==> config.mk <==
export PLATFORM = sky130hd
export DESIGN_NAME = pmem_arbiter_flat
export DESIGN_NICKNAME = d
export VERILOG_FILES = /design/src/rtl/pmem_arbiter_if.sv /design/src/rtl/pmem_arbiter.sv /design/src/flat_wrapper.sv
export SDC_FILE = /design/constraint.sdc
export NUM_CORES = 1
export LEC_CHECK = 0
export CORE_AREA = 2 2 238 240
export DETAILED_ROUTE_END_ITERATION = 8
export DIE_AREA = 0 0 240 242
export PLACE_DENSITY = 0.75
export SETUP_SLACK_MARGIN = 0.2
export SLEW_MARGIN = 20
export SYNTH_ARGS = -nofsm -noshare
export SYNTH_HDL_FRONTEND = slang
export SYNTH_SLANG_ARGS = --single-unit
==> constraint.sdc <==
create_clock -name clock -period 2.3 [get_ports clock]
set_clock_uncertainty 0.05 [all_clocks]
set_input_delay 0.46 -clock clock [delete_from_list [all_inputs] [get_ports clock]]
set_output_delay 0.46 -clock clock [all_outputs]
set_load 0.01 [all_outputs]
==> src/rtl/pmem_arbiter_if.sv <==
// Request/response and physical-memory signal bundle shared by IFU, LSU and the arbiter.
// The arbiter connects through the slave modport; requesters and the memory model use master.
interface pmem_arbiter_if #(
  parameter int ADDR_W = 64,
  parameter int DATA_W = 64
);
  localparam int MASK_W = DATA_W / 8;

  logic              ifu_req_valid;
  logic              ifu_req_ready;
  logic [ADDR_W-1:0] ifu_req_addr;
  logic              ifu_resp_valid;
  logic              ifu_resp_ready;
  logic [DATA_W-1:0] ifu_resp_data;

  logic              lsu_req_valid;
  logic              lsu_req_ready;
  logic [ADDR_W-1:0] lsu_req_addr;
  logic              lsu_req_wen;
  logic [DATA_W-1:0] lsu_req_wdata;
  logic [MASK_W-1:0] lsu_req_wmask;
  logic              lsu_resp_valid;
  logic              lsu_resp_ready;
  logic [DATA_W-1:0] lsu_resp_data;
  logic              lsu_resp_device;

  logic [ADDR_W-1:0] mem_raddr;
  logic              mem_rvalid;
  logic [ADDR_W-1:0] mem_waddr;
  logic [DATA_W-1:0] mem_wdata;
  logic [MASK_W-1:0] mem_mask;
  logic [DATA_W-1:0] mem_rdata;
  logic              mem_visit;

  modport slave (
    input  ifu_req_valid, ifu_req_addr, ifu_resp_ready,
    input  lsu_req_valid, lsu_req_addr, lsu_req_wen, lsu_req_wdata, lsu_req_wmask, lsu_resp_ready,
    input  mem_rdata, mem_visit,
    output ifu_req_ready, ifu_resp_valid, ifu_resp_data,
    output lsu_req_ready, lsu_resp_valid, lsu_resp_data, lsu_resp_device,
    output mem_raddr, mem_rvalid, mem_waddr, mem_wdata, mem_mask
  );

  modport master (
    output ifu_req_valid, ifu_req_addr, ifu_resp_ready,
    output lsu_req_valid, lsu_req_addr, lsu_req_wen, lsu_req_wdata, lsu_req_wmask, lsu_resp_ready,
    output mem_rdata, mem_visit,
    input  ifu_req_ready, ifu_resp_valid, ifu_resp_data,
    input  lsu_req_ready, lsu_resp_valid, lsu_resp_data, lsu_resp_device,
    input  mem_raddr, mem_rvalid, mem_waddr, mem_wdata, mem_mask
  );
endinterface

==> src/rtl/pmem_arbiter.sv <==
// Round-robin IFU/LSU arbiter in front of the combinational pmem port; response LATENCY+2 cycles
// after accept, one transaction in flight, requests held off (ready=0) outside IDLE.
module pmem_arbiter #(
  parameter int LATENCY = 0,
  parameter int ADDR_W  = 64,
  parameter int DATA_W  = 64
) (
  input  logic            clock,
  input  logic            reset,
  pmem_arbiter_if.slave   bus
);
  localparam int MASK_W = DATA_W / 8;
  localparam int CNT_W  = (LATENCY < 1) ? 1 : $clog2(LATENCY + 1);

  typedef enum logic [1:0] {IDLE, WAIT, ACCESS, RESP} state_t;

  state_t            state;
  logic              ptr_lsu;
  logic              own_lsu;
  logic [CNT_W-1:0]  cnt;
  logic [ADDR_W-1:0] addr_q;
  logic              wen_q;
  logic [DATA_W-1:0] wdata_q;
  logic [MASK_W-1:0] wmask_q;

  logic              ifu_resp_valid, lsu_resp_valid, lsu_resp_device;
  logic [DATA_W-1:0] ifu_resp_data, lsu_resp_data;
  logic [ADDR_W-1:0] mem_raddr, mem_waddr;
  logic              mem_rvalid;
  logic [DATA_W-1:0] mem_wdata;
  logic [MASK_W-1:0] mem_mask;

  logic              idle, grant_lsu, grant_ifu, enter_access;
  logic [ADDR_W-1:0] acc_addr;
  logic              acc_wen;
  logic [DATA_W-1:0] acc_wdata;
  logic [MASK_W-1:0] acc_wmask;

  assign idle      = (state == IDLE);
  assign grant_lsu = idle && bus.lsu_req_valid && (ptr_lsu || !bus.ifu_req_valid);
  assign grant_ifu = idle && bus.ifu_req_valid && !(bus.lsu_req_valid && ptr_lsu);

  assign bus.ifu_req_ready = grant_ifu;
  assign bus.lsu_req_ready = grant_lsu;

  // With zero latency the memory is driven straight from the request being accepted.
  always_comb begin
    acc_addr  = addr_q;
    acc_wen   = wen_q;
    acc_wdata = wdata_q;
    acc_wmask = wmask_q;
    if (idle) begin
      acc_addr  = grant_lsu ? bus.lsu_req_addr : bus.ifu_req_addr;
      acc_wen   = grant_lsu && bus.lsu_req_wen;
      acc_wdata = grant_lsu ? bus.lsu_req_wdata : '0;
      acc_wmask = grant_lsu ? bus.lsu_req_wmask : '0;
    end
  end

  assign enter_access = (idle && (grant_lsu || grant_ifu) && (LATENCY == 0)) ||
                        ((state == WAIT) && (cnt == CNT_W'(1)));

  always_ff @(posedge clock or negedge reset) begin
    if (!reset) begin
      state           <= IDLE;
      ptr_lsu         <= 1'b1;
      own_lsu         <= 1'b0;
      cnt             <= '0;
      addr_q          <= '0;
      wen_q           <= 1'b0;
      wdata_q         <= '0;
      wmask_q         <= '0;
      ifu_resp_valid  <= 1'b0;
      ifu_resp_data   <= '0;
      lsu_resp_valid  <= 1'b0;
      lsu_resp_data   <= '0;
      lsu_resp_device <= 1'b0;
      mem_raddr       <= '0;
      mem_rvalid      <= 1'b0;
      mem_waddr       <= '0;
      mem_wdata       <= '0;
      mem_mask        <= '0;
    end else begin
      // Memory strobes live for the single ACCESS cycle only.
      mem_raddr  <= '0;
      mem_rvalid <= 1'b0;
      mem_waddr  <= '0;
      mem_wdata  <= '0;
      mem_mask   <= '0;
      if (enter_access) begin
        mem_rvalid <= !acc_wen;
        mem_raddr  <= acc_wen ? '0 : acc_addr;
        mem_waddr  <= acc_wen ? acc_addr : '0;
        mem_wdata  <= acc_wen ? acc_wdata : '0;
        mem_mask   <= acc_wen ? acc_wmask : '0;
      end

      case (state)
        IDLE: begin
          if (grant_lsu || grant_ifu) begin
            own_lsu <= grant_lsu;
            ptr_lsu <= grant_ifu;
            addr_q  <= acc_addr;
            wen_q   <= acc_wen;
            wdata_q <= acc_wdata;
            wmask_q <= acc_wmask;
            if (LATENCY > 0) begin
              state <= WAIT;
              cnt   <= CNT_W'(LATENCY);
            end else begin
              state <= ACCESS;
            end
          end
        end
        WAIT: begin
          cnt <= cnt - CNT_W'(1);
          if (cnt == CNT_W'(1)) state <= ACCESS;
        end
        ACCESS: begin
          if (own_lsu) begin
            lsu_resp_valid  <= 1'b1;
            lsu_resp_data   <= wen_q ? '0 : bus.mem_rdata;
            lsu_resp_device <= bus.mem_visit;
          end else begin
            ifu_resp_valid <= 1'b1;
            ifu_resp_data  <= bus.mem_rdata;
          end
          state <= RESP;
        end
        RESP: begin
          if (own_lsu ? bus.lsu_resp_ready : bus.ifu_resp_ready) begin
            ifu_resp_valid <= 1'b0;
            lsu_resp_valid <= 1'b0;
            state          <= IDLE;
          end
        end
        default: state <= IDLE;
      endcase
    end
  end

  assign bus.ifu_resp_valid  = ifu_resp_valid;
  assign bus.ifu_resp_data   = ifu_resp_data;
  assign bus.lsu_resp_valid  = lsu_resp_valid;
  assign bus.lsu_resp_data   = lsu_resp_data;
  assign bus.lsu_resp_device = lsu_resp_device;
  assign bus.mem_raddr       = mem_raddr;
  assign bus.mem_rvalid      = mem_rvalid;
  assign bus.mem_waddr       = mem_waddr;
  assign bus.mem_wdata       = mem_wdata;
  assign bus.mem_mask        = mem_mask;
endmodule

==> src/flat_wrapper.sv <==
// flat-port wrapper written by rule: the top's interface ports become plain ports
module pmem_arbiter_flat 
#(
  parameter int LATENCY = 0,
  parameter int ADDR_W  = 64,
  parameter int DATA_W  = 64
)
  (clock, reset, bus_ifu_req_valid, bus_ifu_req_addr, bus_ifu_resp_ready, bus_lsu_req_valid, bus_lsu_req_addr, bus_lsu_req_wen, bus_lsu_req_wdata, bus_lsu_req_wmask, bus_lsu_resp_ready, bus_mem_rdata, bus_mem_visit, bus_ifu_req_ready, bus_ifu_resp_valid, bus_ifu_resp_data, bus_lsu_req_ready, bus_lsu_resp_valid, bus_lsu_resp_data, bus_lsu_resp_device, bus_mem_raddr, bus_mem_rvalid, bus_mem_waddr, bus_mem_wdata, bus_mem_mask);
  pmem_arbiter_if #(.ADDR_W(ADDR_W), .DATA_W(DATA_W)) bus_i ();
  input  logic clock;
  input  logic reset;
  input wire logic [$bits(bus_i.ifu_req_valid)-1:0] bus_ifu_req_valid;
  input wire logic [$bits(bus_i.ifu_req_addr)-1:0] bus_ifu_req_addr;
  input wire logic [$bits(bus_i.ifu_resp_ready)-1:0] bus_ifu_resp_ready;
  input wire logic [$bits(bus_i.lsu_req_valid)-1:0] bus_lsu_req_valid;
  input wire logic [$bits(bus_i.lsu_req_addr)-1:0] bus_lsu_req_addr;
  input wire logic [$bits(bus_i.lsu_req_wen)-1:0] bus_lsu_req_wen;
  input wire logic [$bits(bus_i.lsu_req_wdata)-1:0] bus_lsu_req_wdata;
  input wire logic [$bits(bus_i.lsu_req_wmask)-1:0] bus_lsu_req_wmask;
  input wire logic [$bits(bus_i.lsu_resp_ready)-1:0] bus_lsu_resp_ready;
  input wire logic [$bits(bus_i.mem_rdata)-1:0] bus_mem_rdata;
  input wire logic [$bits(bus_i.mem_visit)-1:0] bus_mem_visit;
  output wire logic [$bits(bus_i.ifu_req_ready)-1:0] bus_ifu_req_ready;
  output wire logic [$bits(bus_i.ifu_resp_valid)-1:0] bus_ifu_resp_valid;
  output wire logic [$bits(bus_i.ifu_resp_data)-1:0] bus_ifu_resp_data;
  output wire logic [$bits(bus_i.lsu_req_ready)-1:0] bus_lsu_req_ready;
  output wire logic [$bits(bus_i.lsu_resp_valid)-1:0] bus_lsu_resp_valid;
  output wire logic [$bits(bus_i.lsu_resp_data)-1:0] bus_lsu_resp_data;
  output wire logic [$bits(bus_i.lsu_resp_device)-1:0] bus_lsu_resp_device;
  output wire logic [$bits(bus_i.mem_raddr)-1:0] bus_mem_raddr;
  output wire logic [$bits(bus_i.mem_rvalid)-1:0] bus_mem_rvalid;
  output wire logic [$bits(bus_i.mem_waddr)-1:0] bus_mem_waddr;
  output wire logic [$bits(bus_i.mem_wdata)-1:0] bus_mem_wdata;
  output wire logic [$bits(bus_i.mem_mask)-1:0] bus_mem_mask;
  assign bus_i.ifu_req_valid = bus_ifu_req_valid;
  assign bus_i.ifu_req_addr = bus_ifu_req_addr;
  assign bus_i.ifu_resp_ready = bus_ifu_resp_ready;
  assign bus_i.lsu_req_valid = bus_lsu_req_valid;
  assign bus_i.lsu_req_addr = bus_lsu_req_addr;
  assign bus_i.lsu_req_wen = bus_lsu_req_wen;
  assign bus_i.lsu_req_wdata = bus_lsu_req_wdata;
  assign bus_i.lsu_req_wmask = bus_lsu_req_wmask;
  assign bus_i.lsu_resp_ready = bus_lsu_resp_ready;
  assign bus_i.mem_rdata = bus_mem_rdata;
  assign bus_i.mem_visit = bus_mem_visit;
  assign bus_ifu_req_ready = bus_i.ifu_req_ready;
  assign bus_ifu_resp_valid = bus_i.ifu_resp_valid;
  assign bus_ifu_resp_data = bus_i.ifu_resp_data;
  assign bus_lsu_req_ready = bus_i.lsu_req_ready;
  assign bus_lsu_resp_valid = bus_i.lsu_resp_valid;
  assign bus_lsu_resp_data = bus_i.lsu_resp_data;
  assign bus_lsu_resp_device = bus_i.lsu_resp_device;
  assign bus_mem_raddr = bus_i.mem_raddr;
  assign bus_mem_rvalid = bus_i.mem_rvalid;
  assign bus_mem_waddr = bus_i.mem_waddr;
  assign bus_mem_wdata = bus_i.mem_wdata;
  assign bus_mem_mask = bus_i.mem_mask;
  pmem_arbiter #(.LATENCY(LATENCY), .ADDR_W(ADDR_W), .DATA_W(DATA_W)) u_core (.clock(clock), .reset(reset), .bus(bus_i));
endmodule
==> metrics.txt <==
status=finished clean; Die Y-Extent=242 um; I/O Buffers=605; critical path type=reg2out; Cells after Synth=about 2.0k; critical path buffer and inverter count=1; total design power=37.8 mW; Net Count, Synth=2268; placed insts=3213; Final Critical Period=2.17 ns; Cell Rows=between 80 and 90; global route total overflow=0; worst stage delay on the critical path=around 0.6 ns; largest net degree at the start of global routing=88; hpwl dp=approximately 50 mm; Peak Freq=around 460 MHz; Hold Fails Final Rpt=0; Reg2Reg Depth=7; Top Family by Delay on Critical Path=flip-flops; Max Root-Sink Buffers=3; DR vias/cell=5.88; worst path required time=1.79 ns; WP data arrival=roughly 1.7 ns; layout cell share with drive strength beyond 1=0.128; power density cells=approximately 1300 nW/um^2; R2R Setup Slk=approximately 0.25 ns; Top FF cell, synth=dfrtp_1; H-Tree Depth=2; RSZ-0062 raised after global routing=yes; number of synthesized flops with an enable pin=0; syn avg cell area=10.4 um^2; Num CTS Buffers=50; part of the Yosys area used for sequential elements=0.569; CTS tree=built; crit path cell chain=nand2b_4 > and2_4 > buf_6; Detailed Route WL=77.1 mm; Placeable Area=~56000 um^2; Via Count=around 20k; asr flop ratio synth=1.00; Static Leak=12.3 nW; Finished Layout Cells=approximately 3.3k; remaining routing DRC violations=0; Routed Antenna Nets=0; #FFs+latches synth=between 400 and 500; DR pass1 iterations=8; final instance area=roughly 30000 um^2; hold crit path type=in2async; Critical Path End Type=primary output; clk root buf=clkbuf_16; Layout Utilization=0.539; Max Cap Viol=0; clock sink total=between 400 and 500; IO Pins=about 610; Final Wtd Congestion=between 0.8 and 0.9; slowest CP cell=dfstp_2; starting density of the core=0.374; Layout area overhead=44.1%; VDD IR max=around 0.67 mV; First DRT Iteration DRCs=approximately 2.3k; Clk Latency, worst-skew pair=just under 0.6 ns; relative slew slack=0.599; Clock transition at path regs=0.06 ns; Yosys cell types=36; WL/cell=~23 um; GRT Total Usage=0.252; Crit. path cell count=3; first-pass GRT wire length=116 mm; Worst R2R End=u_core.bus.mem_raddr[62]$_DFF_PN0_; Placed Area=28000 um^2; critical path peak fanout=5; final hold slack=0.321 ns; max-slew violations=0; vias in the first global route=19.3k; # fillers=between 4k and 5k; worst slew pin tran=roughly 0.60 ns; RR Startpoint=u_core.state[1]$_DFFE_PN0P_; Startpoint Class=flip-flop; Finish-stage setup viols=0; antenna violations before repair=7; Yosys warnings=0; synthesized area=about 21000 um^2; die area=around 58000 um^2; Final #Nets=between 2k and 3k; Die W=240 um; Tcrit/Tclk final=0.945
## power by group
part | internal, mW | leakage (nW) | switching (mW)
Combinational | 7.45 | 5.33 | 8.37
Clock | 5.32 | 0.879 | 3.53
Sequential | 11.3 | 6.09 | 1.78
## area by class of cell
cell class | count | area, um^2 | area share
tap | 756 | 946 | 0.0315
timing repair buffer | 708 | 7400 | 0.246
multi-input combinational | 1284 | 8000 | 0.266
inverter | 4 | 16.3 | 0.000541
clock inverter | 26 | 372 | 0.0124
clock buffer | 66 | 1440 | 0.0480
antenna | 5 | 12.5 | 0.000416
sequential | 474 | 11900 | 0.395
## sequential cells by signal, summed over array words and instances, names as in the netlist, 8 cells and up
signal                    flops
u_core.wmask_q                8
u_core.bus.lsu_resp_data     64
u_core.bus.mem_wdata         64
u_core.addr_q                64
u_core.bus.mem_mask           8
u_core.bus.mem_waddr         64
u_core.wdata_q               64
u_core.bus.ifu_resp_data     64
u_core.bus.mem_raddr         64
## Yosys cell counts, types with 2 or more instances
library cell	n	area [um^2]
a21oi_1	204	1020
a22o_1	72	631
a311oi_1	14	123
a311oi_2	50	751
a31oi_1	65	407
and2_1	2	12.5
and3_1	2	12.5
buf_1	12	45.0
buf_2	77	385
buf_4	18	135
clkbuf_1	127	477
dfrtp_1	473	11800
inv_1	3	11.3
mux2_2	65	732
nand2_1	268	1010
nand2b_1	65	407
nand3_1	64	320
nand4_1	200	1250
nor2_1	6	22.5
nor2b_1	2	12.5
nor3_1	2	10.0
o211ai_1	64	480
o21ai_0	128	641
## how the worst max path moves through the flow
stage	from	to	slack, ns
after floorplan	bus_lsu_req_valid	bus_lsu_req_ready	0.47
after global placement	bus_ifu_req_valid	bus_lsu_req_ready	-0.24
after detailed placement	bus_ifu_req_valid	bus_lsu_req_ready	-0.21
after CTS	u_core.state[0]$_DFFE_PN0P_	bus_lsu_req_ready	0.08
after global routing	u_core.state[1]$_DFFE_PN0P_	bus_ifu_req_ready	0.08
final	u_core.ptr_lsu$_DFFE_PN1P_	bus_lsu_req_ready	0.13
## what timing repair did
item | CTS | global route
buffers inserted | 6 | 2
pin swaps | 4 | 3
gates cloned | 1 | 3
endpoints found under the hold margin | 25 | 0
hold buffers | 1 | 0
gates resized for setup | 33 | 18
setup endpoints to repair | 61 | 117
## per-layer routing
metal / track usage / vias up / part of all wire
met2: 0.396 / 1247 / 0.47
met3: 0.0647 / 269 / 0.10
met5: 0 / - / 0.00049
met4: 0.129 / 6 / 0.054
met1: 0.322 / 9645 / 0.38
li1: - / 8381 / -
## cell families (layout without fill, tap and decap cells)
logic type | after synthesis | after routing | synth area share
other | 0 | 5 | 0
muxes | 66 | 66 | 0.0356
and+or+nand+nor | 616 | 616 | 0.149
AOI/OAI and AO/OA | 601 | 601 | 0.196
buffers and inverters | 238 | 804 | 0.0507
xor gates and xnor gates | 1 | 1 | 0.000420
DFF | 474 | 474 | 0.569
## per-stage QoR
stage	setup TNS, ns	setup slack, ns
6_report	0	0.127
5_1_grt	0	0.0759
4_1_cts	0	0.0809
3_5_place_dp	-25.56	-0.208
3_3_place_gp	-26.89	-0.236
2_1_floorplan	0	0.469
## worst reg2reg max path: cells and delay by family, from the launching register on
family / cells / cell delay (ns)
buffers and inverters: 4 / 0.83
DFF: 1 / 0.43
and+or+nand+nor: 2 / 0.36
AOI/OAI and AO/OA: 1 / 0.28
## layout by cell type, fill, tap and decap left out, types with 2 or more instances in the layout
master,netlist,final
a21oi_1,204,204
diode_2,0,5
dlymetal6s2s_1,0,13
clkdlybuf4s50_1,0,571
a31oi_1,65,65
a22o_1,72,72
nand2_1,268,266
clkinv_8,0,2
and3_4,0,2
a311oi_2,50,50
clkbuf_16,0,54
mux2_2,65,65
a311oi_1,14,14
nand4_1,200,200
o211ai_1,64,64
nand3_1,64,64
bufinv_16,0,8
inv_1,3,3
dfrtp_1,473,471
nor3_1,2,2
nand2b_1,65,64
nor2_1,6,6
clkbuf_1,127,4
buf_16,0,3
buf_12,0,34
buf_4,18,60
clkinvlp_4,0,6
clkbuf_8,0,11
buf_6,0,6
dfrtp_2,0,2
o21ai_0,128,128
clkinv_2,0,10
dlygate4sd2_1,0,16
Note: power is estimated with default switching activity, not from simulation.
